$ cat config.mk
export PLATFORM = sky130hd
export DESIGN_NAME = fifo_reader
export DESIGN_NICKNAME = d
export VERILOG_FILES = /design/src/rtl/fifo_reader.sv
export SDC_FILE = /design/constraint.sdc
export NUM_CORES = 1
export LEC_CHECK = 0
export CAP_MARGIN = 20
export CORE_MARGIN = 3
export CORE_UTILIZATION = 51
export CTS_BUF_LIST = sky130_fd_sc_hd__clkbuf_16
export CTS_CLUSTER_SIZE = 14
export DETAILED_ROUTE_END_ITERATION = 12
export PLACE_DENSITY_LB_ADDON = 0.25
export REMOVE_ABC_BUFFERS = 1
export SLEW_MARGIN = 0
export SYNTH_ARGS = -nofsm -noshare
export SYNTH_HDL_FRONTEND = slang
export SYNTH_SLANG_ARGS = --single-unit
$ cat constraint.sdc
create_clock -name Clk -period 6.4 [get_ports Clk]
set_clock_uncertainty 0.2 [all_clocks]
set_input_delay 1.28 -clock Clk [delete_from_list [all_inputs] [get_ports Clk]]
set_output_delay 1.28 -clock Clk [all_outputs]
set_load 0.01 [all_outputs]
$ cat src/rtl/fifo_reader.sv
// fifo_reader: drains a synchronous FIFO read port into a 2-entry skid buffer with a valid/ready output
// Ports: Clk, Clear_in (sync active-high clear); FifoData_in/FifoEmpty_in/FifoReadEn_out (FIFO read side);
//        Data_out/Valid_out/Ready_in (downstream handshake); WordCount_out (only with FIFO_READER_COUNT_EN).
// Build option: define FIFO_READER_COUNT_EN to add the wrapping accepted-word counter.
module fifo_reader #(
  parameter int DATA_WIDTH  = 8,
  parameter int COUNT_WIDTH = 16
) (
  input  logic                  Clk,
  input  logic                  Clear_in,
  input  logic [DATA_WIDTH-1:0] FifoData_in,
  input  logic                  FifoEmpty_in,
  output logic                  FifoReadEn_out,
  input  logic                  Ready_in,
  output logic [DATA_WIDTH-1:0] Data_out,
  output logic                  Valid_out
`ifdef FIFO_READER_COUNT_EN
  ,
  output logic [COUNT_WIDTH-1:0] WordCount_out
`endif
);
  logic [DATA_WIDTH-1:0] hd_q, hd_d, tl_q, tl_d;
  logic [1:0] occ_q, occ_d, occ_after, level;
  logic pend_q, pend_d, pop;
  assign Data_out  = hd_q;
  assign Valid_out = occ_q != 2'd0;
  always_comb begin
    pop            = Valid_out & Ready_in;
    // words owned after this edge: buffered plus in flight, minus the one leaving
    level          = occ_q + {1'b0, pend_q} - {1'b0, pop};
    FifoReadEn_out = ~FifoEmpty_in & ~Clear_in & (level < 2'd2);
    pend_d         = FifoReadEn_out & ~FifoEmpty_in;
    occ_after      = occ_q - {1'b0, pop};
    // a capture lands in the first slot left free after the pop shifts the tail forward
    hd_d           = (pend_q && occ_after == 2'd0) ? FifoData_in : pop ? tl_q : hd_q;
    tl_d           = (pend_q && occ_after != 2'd0) ? FifoData_in : tl_q;
    occ_d          = occ_after + {1'b0, pend_q};
  end
  always_ff @(posedge Clk) begin
    if (Clear_in) begin
      hd_q   <= '0;
      tl_q   <= '0;
      occ_q  <= '0;
      pend_q <= 1'b0;
    end else begin
      hd_q   <= hd_d;
      tl_q   <= tl_d;
      occ_q  <= occ_d;
      pend_q <= pend_d;
    end
  end
`ifdef FIFO_READER_COUNT_EN
  logic [COUNT_WIDTH-1:0] cnt_q, cnt_d;
  assign WordCount_out = cnt_q;
  always_comb cnt_d = cnt_q + COUNT_WIDTH'(pop);
  always_ff @(posedge Clk) begin
    if (Clear_in) cnt_q <= '0;
    else          cnt_q <= cnt_d;
  end
`endif
endmodule

==> results.txt <==
----------------------------------------------------
[Status]
  Result of the run ... finished, final reports clean

[Yosys]
  Arithmetic-cell share of the synthesized area counting full adders, half adders and majority gates ... 0.0411
  Synthesized-area fraction occupied by and/or/nand/nor cells ... 0.266
  Synth Instances ... 102
  Number of enable-type register cells in the synthesized netlist ... 0
  Post-synthesis instance area ... 913 um^2
  XOR/XNOR Fraction of Synth Area ... 0.0384
  Share of cell area taken by muxes after synthesis ... 0.0877
  Most frequent cell after synthesis ... sky130_fd_sc_hd__dfxtp_1
  Leading cell types by count after synthesis ... sky130_fd_sc_hd__dfxtp_1 (19), sky130_fd_sc_hd__nand2_1 (17), sky130_fd_sc_hd__nand2b_1 (16)
  Ys async rst share ... 0
  Post-synthesis sequential area ratio ... 0.416
  Top area cells in the synthesized netlist ... sky130_fd_sc_hd__dfxtp_1 (42%), sky130_fd_sc_hd__nand2b_1 (11%), sky130_fd_sc_hd__mux2i_1 (8.8%)
  Top flip-flop cell by instance count after synthesis ... sky130_fd_sc_hd__dfxtp_1
  Yosys top cell area share ... 0.416
  Number of synthesized register bits ... 19
  Post-synthesis compound-gate area fraction ... 0.0945
  Number of distinct library cells after synthesis ... 21
  Dominant cell type by area after synthesis ... sky130_fd_sc_hd__dfxtp_1
  Syn_area_per_cell ... 8.95 um^2
  Warnings, synthesis ... 0
  Dominant combinational cell family by area after synthesis ... simple AND/OR/NAND/NOR gates

[Setup path]
  Cell family contributing the most delay on the critical path ... buffers and inverters
  Critical-path maximum fanout ... 10
  CP cell instances ... clkdlybuf4s50_1 -> o21ai_2 -> clkinv_1 -> ha_1 -> nor2b_1 -> xnor2_1 -> nor3_1 -> clkdlybuf4s50_1
  Startpoint-to-endpoint class of the critical path ... in2out
  Slowest CP cell ... sky130_fd_sc_hd__clkdlybuf4s50_1
  Data required time at the worst endpoint ... 4.92 ns
  Critical Path Sink Type ... output pin
  Count of buffering cells on the critical path with inverters included ... 3
  Largest stage delay, worst path ... 0.58 ns
  CP Launch Type ... input port
  Most frequent cell on the critical path ... sky130_fd_sc_hd__clkdlybuf4s50_1
  Data arrival time at the worst-slack endpoint ... 3.54 ns

[Floorplanning]
  Starting Density ... 0.573
  Core region area ... 1590 um^2
  I/O Pins ... 22
  Die span in x ... 48.3 um
  Placement Rows ... 14
  Full die area ... 2330 um^2
  Height of the die ... 48.3 um

[Cells and area]
  Final Net Count ... 137
  Number of filler cells placed in the layout ... 122
  End-of-flow core utilization ... 0.751
  Area Overhead vs Synth ... 31.1%
  Share of final-layout standard cells stronger than drive strength 1 ... 0.0496
  Antenna cell count ... 0

[Global route]
  Pin count of the biggest net entering global routing ... 29
  Initial antenna violation count ... 0
  Global-route wire length before repair ... 3280 um
  Overall overflow remaining after global route ... 0
  Vias in the first global route ... 718
  All-layer global routing usage ... 0.175

[Clock network]
  Worst-Skew Late Latency ... 0.25 ns
  CTS-repair resized insts ... 0
  Hold-fix buffers at CTS ... 0
  Worst-case clock buffer depth ... 2
  Reg clk slew, reported paths ... 0.05 ns
  Postcts setup bufs ... 0
  Sinks on Clock Net ... 19
  TritonCTS Buffers ... 3
  H-tree level count ... 1
  CTS tree ... yes
  Root Buffer ... sky130_fd_sc_hd__clkbuf_16

[STA]
  Minimum clock period ... 5.02 ns
  Worst slew margin relative to its limit ... 0.418
  Transition time of the tightest slew-check pin ... 0.870 ns
  Total negative setup slack ... 0 ns
  Setup repair after global routing missed its margin ... false
  Count of endpoints failing hold in the final timing report ... 0
  Finish-stage setup viols ... 0
  Max Slew Vio Count ... 0
  Share of the clock period used by the worst path after layout ... 0.784
  Highest clock frequency the design can meet ... 0.199 GHz

[Drt]
  Detail Route Antenna Nets ... 0
  Average wire per standard cell ... 13.0 um
  Routed via count ... 748
  Total DRC errors in the routed layout ... 0
  Total wire length after detailed routing ... 1890 um
  First-pass detailed-route iteration total ... 4
  Initial DRC Count ... 21
  Number of vias per cell after detailed routing ... 5.16

[Power]
  Maximum ir drop on the vdd rail ... 0.000308 V
  Lkg Pwr ... 0.000422 uW
  Final Total Pwr ... 474 uW
  Cell area power density ... 396 nW/um^2

[Worst hold path]
  Classification of the worst-slack hold path ... reg2reg

[Flow run]
  Max-cap viol count ... 0

[Place]
  GP Congestion ... 0.781
  Port buffer count ... 21
  Post-DP HPWL ... 1310 um

----------------------------------------------------
[cells by family (layout without fill, tap and decap cells)]
family,Yosys count,count (layout)
DFF,19,19
adders and majority gates,3,3
buffers and inverters,10,29
xor gates and xnor gates,4,4
and+or+nand+nor,48,48
muxes,8,8
AOI/OAI and AO/OA,10,10
[state kept, by name, summed over array words and instances (netlist names)]
| name | cells |
|---|---|
| Data_out | 8 |
| occ_q | 2 |
| pend_q | 1 |
| tl_q | 8 |
[per-stage QoR]
step	instance area [um^2]	instances	hold slack, ns	setup WS, ns
detailed placement	1120	141	0.265	1.35
finish	1200	145	0.277	1.38
global route	1200	145	0.299	1.13
CTS	1200	145	0.277	1.35
global placement	1120	141	0.261	1.47
floorplan	877	96	0.248	2.46
[placed cells by master (no fill, tap or decap)]
| master | synthesis | final |
|---|---|---|
| sky130_fd_sc_hd__o21ai_2 | 1 | 1 |
| sky130_fd_sc_hd__o21a_1 | 1 | 1 |
| sky130_fd_sc_hd__ha_1 | 3 | 3 |
| sky130_fd_sc_hd__nor3_1 | 10 | 10 |
| sky130_fd_sc_hd__clkinv_1 | 1 | 1 |
| sky130_fd_sc_hd__xor2_1 | 1 | 1 |
| sky130_fd_sc_hd__clkinv_2 | 0 | 1 |
| sky130_fd_sc_hd__or2_1 | 1 | 1 |
| sky130_fd_sc_hd__clkbuf_16 | 0 | 3 |
| sky130_fd_sc_hd__clkdlybuf4s50_1 | 0 | 21 |
| sky130_fd_sc_hd__inv_1 | 3 | 3 |
| sky130_fd_sc_hd__mux2i_1 | 8 | 8 |
| sky130_fd_sc_hd__nor2_1 | 1 | 1 |
| sky130_fd_sc_hd__nand2_1 | 17 | 17 |
| sky130_fd_sc_hd__a311oi_1 | 8 | 8 |
| sky130_fd_sc_hd__nand2b_1 | 16 | 16 |
| sky130_fd_sc_hd__xnor2_1 | 3 | 3 |
| sky130_fd_sc_hd__or2_2 | 1 | 1 |
| sky130_fd_sc_hd__dfxtp_1 | 19 | 19 |
| sky130_fd_sc_hd__nor2b_1 | 2 | 2 |
[routing by layer]
metal | up-vias | wire [um] | global-route usage
li1 | 384 | - | -
met1 | 343 | 887 | 0.234
met2 | 21 | 897 | 0.259
met3 | 0 | 105 | 0.0706
met4 | 0 | 0 | 0.0521
met5 | - | 0 | 0
[power breakdown]
group | internal (uW) | leakage, uW | switching [uW]
sequential | 152 | 0.000155 | 21.6
combinational | 87.5 | 0.000226 | 85.7
clock | 83.7 | 0.0000409 | 44.0
[path summary, 6_finish.rpt]
path,slack (ns),end,from,cells after the start
worst max-delay path,1.38,FifoReadEn_out,Ready_in,8
worst min-delay path,0.28,tl_q[2],tl_q[2],2
worst max register to register,3.30,tl_q[3],occ_q[1],6
worst min register to register,0.28,tl_q[2],tl_q[2],2
[cell type report]
cell class              count  area [um^2]  share of cell area
well taps                  24         30.0              0.0251
inverters                   4         15.0              0.0125
repair buffers             21          210               0.176
clock inverters             1         5.00             0.00418
multi-input cells          73          482               0.402
clock buffers               3         75.1              0.0627
flip-flops and latches     19          380               0.318
[worst reg2reg max path, stage by stage, from the launching register on]
cell and delay (ns):
sky130_fd_sc_hd__dfxtp_1 0.35, sky130_fd_sc_hd__o21ai_2 0.35, sky130_fd_sc_hd__clkinv_1 0.35, sky130_fd_sc_hd__ha_1 0.30
sky130_fd_sc_hd__xor2_1 0.70, sky130_fd_sc_hd__o21a_1 0.51, sky130_fd_sc_hd__mux2i_1 0.26
Power figures use the tool's default switching activity.
